==> src/rtl/fsm_step_sequencer_pkg.sv <==
// fsm_step_sequencer_pkg
//   Shared encodings for the FSM processor sequencer and its counter-reset
//   decoder: the 3-bit state encoding and the 2-bit opcode encoding.
//   No ports (package).
package fsm_step_sequencer_pkg;

  // State encoding is fixed because the external counter-reset decoder
  // compares against these exact values.
  typedef enum logic [2:0] {
    S_IDLE   = 3'd0,
    S_FETCH  = 3'd1,
    S_DECODE = 3'd2,
    S_EXEC   = 3'd3,
    S_CMP    = 3'd4,
    S_WAIT   = 3'd5,
    S_BRANCH = 3'd6,
    S_HALT   = 3'd7
  } state_t;

  localparam logic [1:0] OP_NOP   = 2'b00;
  localparam logic [1:0] OP_LOOP  = 2'b01;
  localparam logic [1:0] OP_CMPBR = 2'b10;
  localparam logic [1:0] OP_HALT  = 2'b11;

  localparam logic [3:0] LOOP_MAX_DEF = 4'hF;
  localparam logic [3:0] BR_LEN_DEF   = 4'h7;

endpackage

==> src/rtl/fsm_step_sequencer_if.sv <==
// fsm_step_sequencer_if
//   Instruction fetch handshake between the instruction source (master) and
//   the sequencer (slave).
//   instr_valid : master -> slave, opcode on instr_op is valid
//   instr_op    : master -> slave, 2-bit opcode
//   instr_ready : slave -> master, sequencer can accept an opcode
interface fsm_step_sequencer_if;
  logic       instr_valid;
  logic [1:0] instr_op;
  logic       instr_ready;

  modport master (output instr_valid, output instr_op, input instr_ready);
  modport slave  (input instr_valid, input instr_op, output instr_ready);
endinterface

==> src/rtl/fsm_step_sequencer_step_count_reg.sv <==
// step_count_reg
//   4-bit step counter of the sequencer. Clear has priority over increment.
//   Ports: clk, rst_n (async active-low), clr (sync clear), inc (count
//   enable), count (registered value).
//   Build option COUNT_SAT_EN: when defined the counter saturates at 4'hF,
//   otherwise it wraps modulo 16.
module step_count_reg (
  input  logic       clk,
  input  logic       rst_n,
  input  logic       clr,
  input  logic       inc,
  output logic [3:0] count
);

  logic [3:0] count_q;
  logic [3:0] count_d;

  // Next count: clear, then increment, then hold.
  always_comb begin
    count_d = count_q;
    if (clr) begin
      count_d = 4'h0;
    end else if (inc) begin
`ifdef COUNT_SAT_EN
      if (count_q == 4'hF) begin
        count_d = count_q;
      end else begin
        count_d = count_q + 4'h1;
      end
`else
      count_d = count_q + 4'h1;
`endif
    end else begin
      count_d = count_q;
    end
  end

  // Count register.
  always_ff @(posedge clk or negedge rst_n) begin
    if (!rst_n) begin
      count_q <= 4'h0;
    end else begin
      count_q <= count_d;
    end
  end

  assign count = count_q;

endmodule

==> src/rtl/fsm_step_sequencer.sv <==
// fsm_step_sequencer
//   Sequencer core of the FSM processor: owns the state register, the step
//   count register and the opcode latch, fetches opcodes over a valid/ready
//   handshake and walks the fixed 8-state machine until HALT.
//   Ports:
//     clk, rst_n   : clock, async active-low reset
//     start        : level, leaves IDLE; must drop to leave HALT
//     instr        : fetch handshake (slave side of fsm_step_sequencer_if)
//     stall        : pauses EXEC
//     cmp          : compare flag, sampled in CMP
//     cnt_rst      : synchronous count clear from the reset decoder
//     state        : registered state
//     opcode_q     : opcode latched at the FETCH handshake
//     count        : registered step count
//     busy, done   : registered status (not IDLE/HALT, and HALT)
//   Build option COUNT_SAT_EN (see step_count_reg): saturating count.
module fsm_step_sequencer
  import fsm_step_sequencer_pkg::*;
#(
  parameter logic [3:0] LOOP_MAX = LOOP_MAX_DEF,
  parameter logic [3:0] BR_LEN   = BR_LEN_DEF
) (
  input  logic                      clk,
  input  logic                      rst_n,
  input  logic                      start,
  fsm_step_sequencer_if.slave       instr,
  input  logic                      stall,
  input  logic                      cmp,
  input  logic                      cnt_rst,
  output logic [2:0]                state,
  output logic [1:0]                opcode_q,
  output logic [3:0]                count,
  output logic                      busy,
  output logic                      done
);

  state_t     state_q;
  state_t     state_d;
  logic [1:0] opcode_d;
  logic       busy_q;
  logic       busy_d;
  logic       done_q;
  logic       done_d;
  logic       inc_s;
  logic [3:0] count_s;

  // Next-state, opcode latch and count-enable decode.
  always_comb begin
    state_d  = state_q;
    opcode_d = opcode_q;
    inc_s    = 1'b0;
    case (state_q)
      S_IDLE: begin
        if (start) begin
          state_d = S_FETCH;
        end else begin
          state_d = S_IDLE;
        end
      end
      S_FETCH: begin
        if (instr.instr_valid) begin
          state_d  = S_DECODE;
          opcode_d = instr.instr_op;
        end else begin
          state_d = S_FETCH;
        end
      end
      S_DECODE: begin
        case (opcode_q)
          OP_NOP:   state_d = S_FETCH;
          OP_LOOP:  state_d = S_EXEC;
          OP_CMPBR: state_d = S_CMP;
          OP_HALT:  state_d = S_HALT;
          default:  state_d = S_FETCH;
        endcase
      end
      S_EXEC: begin
        inc_s = !stall;
        // Loop end wins over stall so a stalled final step still exits.
        if (count_s == LOOP_MAX) begin
          state_d = S_FETCH;
        end else if (stall) begin
          state_d = S_WAIT;
        end else begin
          state_d = S_EXEC;
        end
      end
      S_WAIT: begin
        if (!stall) begin
          state_d = S_EXEC;
        end else begin
          state_d = S_WAIT;
        end
      end
      S_CMP: begin
        if (cmp) begin
          state_d = S_BRANCH;
        end else begin
          state_d = S_FETCH;
        end
      end
      S_BRANCH: begin
        inc_s = 1'b1;
        if (count_s == BR_LEN) begin
          state_d = S_FETCH;
        end else begin
          state_d = S_BRANCH;
        end
      end
      S_HALT: begin
        if (!start) begin
          state_d = S_IDLE;
        end else begin
          state_d = S_HALT;
        end
      end
      default: begin
        state_d = S_IDLE;
      end
    endcase
  end

  // Status flags are decoded from the next state so the flops line up
  // with the registered state.
  always_comb begin
    busy_d = (state_d != S_IDLE) && (state_d != S_HALT);
    done_d = (state_d == S_HALT);
  end

  // State, opcode latch and status registers.
  always_ff @(posedge clk or negedge rst_n) begin
    if (!rst_n) begin
      state_q  <= S_IDLE;
      opcode_q <= OP_NOP;
      busy_q   <= 1'b0;
      done_q   <= 1'b0;
    end else begin
      state_q  <= state_d;
      opcode_q <= opcode_d;
      busy_q   <= busy_d;
      done_q   <= done_d;
    end
  end

  step_count_reg u_step_count_reg (
    .clk   (clk),
    .rst_n (rst_n),
    .clr   (cnt_rst),
    .inc   (inc_s),
    .count (count_s)
  );

  assign instr.instr_ready = (state_q == S_FETCH);
  assign state             = state_q;
  assign count             = count_s;
  assign busy              = busy_q;
  assign done              = done_q;

endmodule

==> src/flat_wrapper.sv <==
// flat-port wrapper written by rule: the top's interface ports become plain ports
module fsm_step_sequencer_flat import fsm_step_sequencer_pkg::*;
#(
  parameter logic [3:0] LOOP_MAX = LOOP_MAX_DEF,
  parameter logic [3:0] BR_LEN   = BR_LEN_DEF
)
  (clk, rst_n, start, stall, cmp, cnt_rst, state, opcode_q, count, busy, done, instr_instr_valid, instr_instr_op, instr_instr_ready);
  fsm_step_sequencer_if instr_i ();
  input  logic clk;
  input  logic rst_n;
  input  logic start;
  input  logic stall;
  input  logic cmp;
  input  logic cnt_rst;
  output logic [2:0] state;
  output logic [1:0] opcode_q;
  output logic [3:0] count;
  output logic busy;
  output logic done;
  input wire logic [$bits(instr_i.instr_valid)-1:0] instr_instr_valid;
  input wire logic [$bits(instr_i.instr_op)-1:0] instr_instr_op;
  output wire logic [$bits(instr_i.instr_ready)-1:0] instr_instr_ready;
  assign instr_i.instr_valid = instr_instr_valid;
  assign instr_i.instr_op = instr_instr_op;
  assign instr_instr_ready = instr_i.instr_ready;
  fsm_step_sequencer #(.LOOP_MAX(LOOP_MAX), .BR_LEN(BR_LEN)) u_core (.clk(clk), .rst_n(rst_n), .start(start), .instr(instr_i), .stall(stall), .cmp(cmp), .cnt_rst(cnt_rst), .state(state), .opcode_q(opcode_q), .count(count), .busy(busy), .done(done));
endmodule
==> config.mk <==
export PLATFORM = sky130hd
export DESIGN_NAME = fsm_step_sequencer_flat
export DESIGN_NICKNAME = d
export VERILOG_FILES = /design/src/rtl/fsm_step_sequencer_pkg.sv /design/src/rtl/fsm_step_sequencer_if.sv /design/src/rtl/fsm_step_sequencer_step_count_reg.sv /design/src/rtl/fsm_step_sequencer.sv /design/src/flat_wrapper.sv
export SDC_FILE = /design/constraint.sdc
export NUM_CORES = 1
export LEC_CHECK = 0
export BUFFER_PORTS_ARGS = -buffer_cell sky130_fd_sc_hd__buf_2
export CORE_MARGIN = 10
export CORE_UTILIZATION = 48
export CTS_CLUSTER_SIZE = 40
export DETAILED_ROUTE_END_ITERATION = 16
export GPL_ROUTABILITY_DRIVEN = 0
export GPL_TIMING_DRIVEN = 0
export PLACE_DENSITY_LB_ADDON = 0.2
export SYNTH_ARGS = -nofsm -noshare
export SYNTH_HDL_FRONTEND = slang
export SYNTH_SLANG_ARGS = --single-unit
==> constraint.sdc <==
create_clock -name clk -period 3.1 [get_ports clk]
set_input_delay 0.62 -clock clk [delete_from_list [all_inputs] [get_ports clk]]
set_output_delay 0.62 -clock clk [all_outputs]
set_load 0.05 [all_outputs]
==> flow_metrics.env <==
export IMPL_vias=572
export IMPL_ys_seq_elements=11
export IMPL_path_cells="or2b_1 > nor2_1 > buf_2"
export IMPL_track_usage_pct=8.876
export IMPL_synth_distinct_cells=36
export IMPL_drt_total_wl_mm=1.455
export IMPL_postRouteAntennaNets=0
export IMPL_crit_type="register to output pin"
export IMPL_tns_ns=0
export IMPL_dp_slack_ns=1.315
export IMPL_drt_iter0_drc=6
export IMPL_synth_compound_area_share_pct=13.77
export IMPL_core_um2=1334
export IMPL_placement_io_buffers=20
export IMPL_start_util_pct=52.44
export IMPL_grt_setup_unrepaired="no"
export IMPL_required_ns=2.48
export IMPL_cts_buffers=3
export IMPL_max_cap_viol_count=0
export IMPL_multiInputGateArea_um2=375.4
export IMPL_worst_pin_slew_ns=0.3563
export IMPL_cts_resized=0
export IMPL_gr_total_overflow=0
export IMPL_antenna_cells=0
export IMPL_drc=0
export IMPL_yosysWarningCount=0
export IMPL_seq_area_um2=275.3
export IMPL_cts_tree="done"
export IMPL_fin_util_pct=63.32
export IMPL_cts_root_buf="clkbuf_4"
export IMPL_hold_buffers=0
export IMPL_slew_headroom_pct=76.25
export IMPL_final_layout_size_suffix_gt1_share_pct=42.39
export IMPL_firstDrtPassIters=4
export IMPL_finalSetupViolCount=0
export IMPL_setup_ws_ns=1.194
export IMPL_syn_inst=68
export IMPL_power_density_nw_per_um2=1138
export IMPL_cp_max_fo=4
export IMPL_fillCellCount=120
export IMPL_post_route_period_util_pct=61.48
export IMPL_cts_sinks=11
export IMPL_synth_xor_area_share_pct=3.757
export IMPL_avgRoutedWirePerCell_um=13.60
export IMPL_cts_max_path_buffers=2
export IMPL_crit_path_start="u_core.state[0]$_DFF_PN0_"
export IMPL_met1_length_um=645
export IMPL_path_clk_slew_ns=0.07
export IMPL_synth_fa_ha_area_share_pct=1.789
export IMPL_dieArea_um2=3384
export IMPL_timing_rr_start="u_core.u_step_count_reg.count[0]$_DFFE_PN0P_"
export IMPL_pin_count=21
export IMPL_p_leak_nw=0.4066
export IMPL_status="finished clean"
export IMPL_critPathMaxStageDelay_ns=0.41
export IMPL_vias_per_cell=5.346
export IMPL_num_rows=13
export IMPL_dr_wl_met2_um=706
export IMPL_synth_simple_area_share_pct=26.83
export IMPL_min_period_ns=1.906
export IMPL_area_growth_syn_to_layout_pct=20.75
export IMPL_route_met3_wl_um=89
export IMPL_arrival_ns=1.29
export IMPL_fp_dieW_um=58.17
export IMPL_muxShareOfSynthArea_pct=7.513
export IMPL_syn_nets=78
export IMPL_h_tree_depth=1
export IMPL_avgSynthCellArea_um2=10.29
export IMPL_synth_top_family_by_area="simple AND/OR/NAND/NOR gates"
export IMPL_insertion_delay_ns=0.26
export IMPL_peakVddDrop_v=0.0006671
export IMPL_finalClockSkew_ns=0.002151
export IMPL_die_y_um=58.17
export IMPL_routed_top_layer="met4"
export IMPL_cp_start_kind="register"
export IMPL_hpwlAfterDp_mm=1.203
export IMPL_max_freq_ghz=0.5247
export IMPL_finalHoldViolations=0
export IMPL_antenna_found_initial=0
export IMPL_yosysSeqAreaShare_pct=39.36
export IMPL_grt_max_degree=12
export IMPL_cts_setup_buffers=0
export IMPL_power_mw=0.9609
export IMPL_hold_class="input port to async pin"
export IMPL_r2r_slack_ns=1.46
export IMPL_grt_pass1_vias=578
export IMPL_synthesis_area_um2=699.4
export IMPL_grt_first_pass_wirelength_mm=2.477
export IMPL_worst_setup_path_end_kind="output pin"
export IMPL_nNetsFinal=103
export IMPL_cpMaxStageDelayCell="dfrtp_1"
export IMPL_slew_violations=0
## layer usage
| layer | GRT usage (%) | vias to the layer above |
|---|---|---|
| met5 | 0 | - |
| met4 | 2.013 | 0 |
| met3 | 3.922 | 2 |
| met2 | 15.34 | 10 |
| met1 | 9.693 | 274 |
| li1 | - | 286 |
## critical path: cells and delay by family (launching register included)
family / cells / cell delay (ns)
DFF: 1 / 0.41
buffers and inverters: 1 / 0.26
and+or+nand+nor: 2 / 0.36
## cell type report
type | count | area share, %
Clock buffer | 4 | 3.111
Timing Repair Buffer | 20 | 11.85
Sequential cell | 11 | 32.59
Multi-Input combinational cell | 50 | 44.44
Tap cell | 15 | 2.222
Inverter | 4 | 1.778
Buffer | 3 | 4.000
## Yosys cell counts, drive strengths merged
master / instances / area, um2
mux2: 2 / 22.52
a311oi: 1 / 15.01
or2: 1 / 6.260
xnor2: 1 / 8.760
nor2b: 4 / 32.53
o221a: 1 / 11.26
xor2: 2 / 17.52
a21oi: 1 / 5.000
dfrtp: 11 / 275.3
nand4: 2 / 12.51
and3b: 1 / 8.760
nor3: 1 / 5.000
nand3b: 2 / 15.01
nand2b: 1 / 6.260
ha: 1 / 12.51
o21a: 1 / 8.760
o211a: 1 / 10.01
a31oi: 1 / 6.260
a2bb2oi: 1 / 15.01
mux2i: 3 / 30.03
buf: 3 / 33.78
o31ai: 1 / 7.510
o21ai: 1 / 8.760
inv: 3 / 11.26
and3: 2 / 18.77
nor2: 8 / 30.03
nor3b: 2 / 20.02
or2b: 1 / 7.510
nand2: 4 / 15.01
nand3: 2 / 10.01
clkinv: 1 / 3.750
a32oi: 1 / 8.760
## logic make-up after synthesis
group / count (synthesis)
multiplexers: 5
AO/OA/AOI/OAI: 10
flip-flops: 11
buffers and inverters: 7
adder cells (fa/ha/maj): 1
XOR/XNOR: 3
AND/OR/NAND/NOR: 31
## flip-flops by register name (all words and copies together), names as in the netlist
register,flops
u_core.state,3
u_core.busy,1
u_core.opcode_q,2
u_core.u_step_count_reg.count,4
u_core.done,1
## power breakdown
part	leakage [nW]	switching (mW)	internal [mW]	total, mW
logic	0.252	0.399	0.231	0.630
clock network	0.0150	0.0441	0.0496	0.0937
registers	0.140	0.0450	0.192	0.237
## final timing paths
| path | end | depth (start not counted) |
|---|---|---|
| setup / recovery | instr_instr_ready | 3 |
| hold / removal | u_core.u_step_count_reg.count[1]$_DFFE_PN0P_ | 1 |
| setup reg to reg | u_core.busy$_DFF_PN0_ | 7 |
| hold reg to reg | u_core.opcode_q[0]$_DFFE_PN0P_ | 1 |
| max in group asynchronous | u_core.done$_DFF_PN0_ | 1 |
| min in group clk | u_core.u_step_count_reg.count[2]$_DFFE_PN0P_ | 2 |
## cells in the final DEF, fill, tap and decap left out, types with 2 or more instances in the layout
master	netlist	layout
nand3b_1	2	2
nor2b_1	3	3
nand3_1	2	2
buf_2	0	20
clkbuf_4	0	3
mux2_2	2	2
dfrtp_1	11	11
xor2_1	2	2
nand2_1	4	4
buf_6	3	3
inv_2	2	2
nand4_1	2	2
nor2_1	8	8
mux2i_1	3	3
## metrics by stage
stage	hold slack [ns]	std cells	area [um2]
final	0.2147	107	844.6
after global routing	0.2123	107	844.6
after CTS	0.2150	107	844.6
after detailed placement	0.4979	103	818.3
after global placement	0.4960	103	818.3
after floorplan	0.3244	68	699.4
(Power assumes the default switching activity.)
